==> src/rtl/e_branch_resolve.sv <==
// Execute-stage branch/jump resolution: evaluates the condition, computes the target and
// issues a registered redirect + one-cycle flush to fetch, holding it until fetch accepts.
//
// state    | meaning
// ---------+-----------------------------------------------------------------
// IDLE     | evaluating EX instructions, no redirect outstanding
// REDIRECT | redirect presented to fetch; EX input is wrong-path and ignored
module e_branch_resolve #(
   parameter int PC_W   = 32,
   parameter int DATA_W = 32,
   parameter int CNT_W  = 16
) (
   input  logic              i_clk,
   input  logic              i_rst,
   input  logic              i_br_valid,
   input  logic [2:0]        i_br_bop,
   input  logic [1:0]        i_br_jump,
   input  logic [DATA_W-1:0] i_br_rs,
   input  logic [DATA_W-1:0] i_br_rt,
   input  logic [PC_W-1:0]   i_br_pc4,
   input  logic [15:0]       i_br_imm,
   input  logic [25:0]       i_br_jidx,
   input  logic              i_br_fetch_ready,
   output logic              o_br_redirect,
   output logic [PC_W-1:0]   o_br_target,
   output logic              o_br_flush,
   output logic              o_br_stall,
   output logic              o_br_misalign,
   output logic [CNT_W-1:0]  o_br_count,
   output logic [CNT_W-1:0]  o_br_taken_cnt
);

   typedef enum logic [0:0] {
      IDLE     = 1'b0,
      REDIRECT = 1'b1
   } state_t;

   state_t            state_q, state_d;
   logic [PC_W-1:0]   target_q;
   logic              misalign_q;
   logic              flush_q;
   logic [CNT_W-1:0]  count_q;
   logic [CNT_W-1:0]  taken_q;

   logic              is_jump;
   logic              is_branch;
   logic              cond;
   logic              taken;
   logic              rs_neg;
   logic              rs_zero;
   logic [PC_W-1:0]   target_c;
   logic              accept;
   logic              count_en;

   assign rs_neg  = i_br_rs[DATA_W-1];
   assign rs_zero = (i_br_rs == '0);

   // jump encoding 11 is not a jump and falls back to bop decoding
   always_comb begin
      is_jump   = (i_br_jump == 2'b01) || (i_br_jump == 2'b10);
      is_branch = 1'b0;
      cond      = 1'b0;
      if (!is_jump) begin
         case (i_br_bop)
            3'b001:  begin is_branch = 1'b1; cond = (i_br_rs == i_br_rt);  end
            3'b010:  begin is_branch = 1'b1; cond = (i_br_rs != i_br_rt);  end
            3'b011:  begin is_branch = 1'b1; cond = rs_neg | rs_zero;      end
            3'b100:  begin is_branch = 1'b1; cond = ~rs_neg & ~rs_zero;    end
            3'b101:  begin is_branch = 1'b1; cond = rs_neg;                end
            3'b110:  begin is_branch = 1'b1; cond = ~rs_neg;               end
            default: begin is_branch = 1'b0; cond = 1'b0;                  end
         endcase
      end
      taken = is_jump | (is_branch & cond);
   end

   always_comb begin
      target_c = i_br_pc4 + {{(PC_W-18){i_br_imm[15]}}, i_br_imm, 2'b00};
      if (i_br_jump == 2'b01) begin
         target_c = {i_br_pc4[PC_W-1:PC_W-4], i_br_jidx, 2'b00};
      end else if (i_br_jump == 2'b10) begin
         target_c = i_br_rs[PC_W-1:0];
      end
   end

   assign accept   = (state_q == IDLE) && i_br_valid && taken;
   assign count_en = (state_q == IDLE) && i_br_valid && (is_jump || is_branch);

   always_comb begin
      state_d = state_q;
      case (state_q)
         IDLE:     if (accept) state_d = REDIRECT;
         REDIRECT: if (i_br_fetch_ready) state_d = IDLE;
         default:  state_d = IDLE;
      endcase
   end

   always_ff @(posedge i_clk) begin
      if (i_rst) begin
         state_q    <= IDLE;
         target_q   <= '0;
         misalign_q <= 1'b0;
         flush_q    <= 1'b0;
         count_q    <= '0;
         taken_q    <= '0;
      end else begin
         state_q <= state_d;
         flush_q <= accept;
         if (accept) begin
            target_q   <= target_c;
            misalign_q <= (target_c[1:0] != 2'b00);
         end
         if (count_en && (count_q != {CNT_W{1'b1}})) count_q <= count_q + 1'b1;
         if (accept && (taken_q != {CNT_W{1'b1}})) taken_q <= taken_q + 1'b1;
      end
   end

   assign o_br_redirect  = (state_q == REDIRECT);
   assign o_br_target    = target_q;
   assign o_br_flush     = flush_q;
   assign o_br_stall     = o_br_redirect & ~i_br_fetch_ready;
   assign o_br_misalign  = misalign_q & o_br_redirect;
   assign o_br_count     = count_q;
   assign o_br_taken_cnt = taken_q;

endmodule

==> config.mk <==
export PLATFORM = sky130hd
export DESIGN_NAME = e_branch_resolve
export DESIGN_NICKNAME = d
export VERILOG_FILES = /design/src/rtl/e_branch_resolve.sv
export SDC_FILE = /design/constraint.sdc
export NUM_CORES = 1
export LEC_CHECK = 0
export BUFFER_PORTS_ARGS = -buffer_cell sky130_fd_sc_hd__buf_2
export CAP_MARGIN = 20
export CORE_ASPECT_RATIO = 1.5
export CORE_MARGIN = 4
export CORE_UTILIZATION = 50
export DETAILED_ROUTE_END_ITERATION = 16
export GPL_TIMING_DRIVEN = 0
export MAX_ROUTING_LAYER = met4
export PLACE_DENSITY = 0.82
export SLEW_MARGIN = 0
export SYNTH_ARGS = -nofsm -noshare
export SYNTH_HDL_FRONTEND = slang
export SYNTH_SLANG_ARGS = --single-unit
==> constraint.sdc <==
create_clock -name i_clk -period 3.8 [get_ports i_clk]
set_input_delay 0.57 -clock i_clk [delete_from_list [all_inputs] [get_ports i_clk]]
set_output_delay 0.57 -clock i_clk [all_outputs]
set_load 0.01 [all_outputs]
==> out/results.tsv <==
stage	metric	value	unit
sta	Clock Skew	0.00612	ns
clocking	cts hold-fix bufs	0	
clocking	cts bufs inserted	9	
synth	Synth top area share	0.252	
sta	Worst-Margin Slew	0.634	ns
hold_path	hold path startpoint	o_br_target[24]	
synth	most frequent cell after synthesis	nor2_1	
hold_path	hold path cells	1	
synth	Synth Net Count	846	
place	PortBufs	213	
power_and_ir_drop	logic gate share of total power	0.318	
power_and_ir_drop	Sw Share	0.322	
setup_path	crit-path cells	buf_2, ha_1, fa_1, a21oi_1, o22ai_1, o311a_1, o41ai_4, o21ai_2, a21oi_2, xnor2_1, a222oi_1, a211oi_2	
power_and_ir_drop	Flop pwr share	0.329	
global_routing	largest net degree at the start of global routing	16	
detailed_routing	routed vias	5929	
clocking	H-tree levels	3	
power_and_ir_drop	Pleak	3.29	nW
global_routing	vias in the first global route	5857	
setup_path	FF-to-FF End	o_br_count[13]	
detailed_routing	DR top layer	met4	
run	MaxCap Viol Count	0	
power_and_ir_drop	Tot Pwr	2.34	mW
synth	Synth area leaders	dfxtp_1 25%, xor2_1 10%, ha_1 7.8%	
detailed_routing	WL final	18900	um
setup_path	crit path from	i_br_pc4[2]	
synth	Synth top cells by count	76 x nor2_1, 67 x dfxtp_1, 63 x xor2_1	
floorplan	io pins	215	
floorplan	Die W	92.3	um
power_and_ir_drop	pwr/cell area	341	mW/mm2
final_layout	Register Area	0.00134	mm2
clocking	worst-skew pair later-pin latency	0.33	ns
hold_path	worst hold path type	flip-flop to flip-flop	
sta	Final Max Slew Viols	0	
status	run status	completed	
final_layout	multi-input logic area	0.00376	mm2
sta	Relative slew margins	0.573	
place	Inst Count DP	1019	
synth	number of synthesized register bits	67	
synth	synth warn	0	
sta	crit share post-route	0.852	
detailed_routing	Antenna Nets Post-Route	0	
synth	Most used DFF post-synth	dfxtp_1	
global_routing	All-Layer GR Usage	0.307	
synth	Syn Inst Count	665	
final_layout	synth-to-layout area growth	29.0	%
place	dpl cell area	0.00657	mm2
clocking	# resized after CTS	0	
detailed_routing	initial DRC count	330	
hold_path	Worst Hold Path EP	o_br_target[24]	
place	GPL Wtd Cong	1.01	
setup_path	critical path required time	3.99	ns
floorplan	Die H	134	um
setup_path	CP max stage cell	a222oi_1	
setup_path	Critical Path Sink Type	flip-flop	
place	Post-Place Setup Slack	0.289	ns
synth	top cell type by total area after synthesis	dfxtp_1	
clocking	root buffer cell	clkbuf_16	
final_layout	Net count, final	1070	
setup_path	CP delay by family, top	compound AO/OA/AOI/OAI gates	
clocking	postcts setup bufs	0	
sta	Max Fclk	309	MHz
detailed_routing	wire length on met3	1530	um
global_routing	GRT overflow	0	
detailed_routing	M1 wire length	7130	um
place	Final HPWL DP	15400	um
setup_path	critical path peak fanout	6	
clocking	Sink Count	67	
power_and_ir_drop	Internal	1.59	mW
power_and_ir_drop	Max rail drop VDD	0.000483	V
synth	sequential cell area fraction in the yosys report	0.252	
setup_path	flop2flop setup slack	1.28	ns
setup_path	CP bufs+invs	1	
setup_path	slowest cell delay on critical path	0.46	ns
floorplan	core area	0.0102	mm2
synth	count of cell types in the netlist	64	
final_layout	Final Cell Area	0.00687	mm2
power_and_ir_drop	P_sw	0.754	mW
power_and_ir_drop	clock power share	0.353	
synth	Avg Cell Area, Syn	8.01	um2
floorplan	Starting Density	0.520	
floorplan	num rows	45	
sta	final hold viol count	0	
final_layout	ratio of cells with drive above 1 in the final layout	0.283	
setup_path	startpoint types	input port	
floorplan	die area	0.0124	mm2
synth	ys async rst share	0	
sta	# setup viols final	0	
sta	fin crit period	3.24	ns
detailed_routing	met2 WL	9510	um
sta	Worst Setup Slack, final	0.564	ns
final_layout	fill cell count	962	
clocking	Max Root-Sink Buffers	2	
detailed_routing	post-DR wirelength/cell	18.2	um
setup_path	RR Startpoint	o_br_count[5]	
setup_path	crit path kind	input port to flip-flop	
final_layout	Post-Layout Cell Count	1037	
sta	Setup Total Neg Slack	0	ns
setup_path	reg2reg path depth	10	
clocking	Worst-path clk slew	0.05	ns
clocking	CTS tree	yes	
global_routing	first-pass GRT wire length	29400	um
global_routing	initial antenna violation count	2	
detailed_routing	Vias per Instance	5.72	
synth	Synth Cell Area	0.00533	mm2
detailed_routing	DRT Pass-1 Iters	5	
sta	unrepaired setup endpoints after global routing	false	
detailed_routing	DRC Markers	0	
setup_path	CP arrival	3.43	ns
synth	EDFF count, synth	0	
## power groups by stage
stage	registers, mW	clock network (mW)	logic [mW]
2_1_floorplan	0.801	0	0.440
3_3_place_gp	0.782	0	0.722
3_5_place_dp	0.784	0	0.732
4_1_cts	0.769	0.835	0.737
5_1_grt	0.774	0.869	0.815
6_report	0.770	0.827	0.745
## sequential cells by signal (all words and copies together), names as in the netlist
signal / cells
o_br_target: 32
o_br_taken_cnt: 16
o_br_flush: 1
o_br_redirect: 1
o_br_count: 16
misalign_q: 1
## metrics by stage
stage           util  hold slack (ns)
5_1_grt        0.670            0.497
2_1_floorplan      -            0.452
3_3_place_gp   0.641            0.437
4_1_cts        0.670            0.471
3_5_place_dp   0.641            0.458
6_report       0.670            0.467
## per-layer routing
metal,track usage,up-vias
met1,0.334,2761
met5,-,-
met4,0.131,0
met3,0.0724,60
met2,0.531,249
li1,-,2859
## cell families (layout without fill, tap and decap cells)
group                      count (synthesis)  in the layout  synth area share
DFF                                       67             67             0.252
xor gates and xnor gates                  83             83             0.136
muxes                                     29             29            0.0557
buffers and inverters                     50            279            0.0430
other                                      0              2                 0
AOI/OAI and AO/OA                        165            165             0.212
and+or+nand+nor                          237            237             0.220
adders and majority gates                 34             34            0.0813
## placed cells by master (no fill, tap or decap), types with 26 or more instances in the layout
cell	instances
buf_2	215
nor2_1	76
dfxtp_1	67
xor2_1	63
nand2_1	54
a21oi_1	42
ha_1	33
clkbuf_1	29
o21ai_0	26
## how the worst max path moves through the flow
stage | end | cells past startpoint
2_1_floorplan | o_br_target[26] | 11
3_3_place_gp | o_br_target[26] | 12
3_5_place_dp | o_br_target[26] | 12
4_1_cts | o_br_target[26] | 12
5_1_grt | o_br_target[26] | 12
6_report | o_br_target[26] | 12
## area by class of cell
cell class                 count  area share
antenna                        2    0.000728
buffer                        36      0.0257
clock buffer                  12      0.0359
clock inverter                 4     0.00728
inverter                      14     0.00765
multi-input combinational    548       0.547
sequential                    67       0.195
tap                          141      0.0257
timing repair buffer         213       0.155
Note: power is estimated with default switching activity, not from simulation.
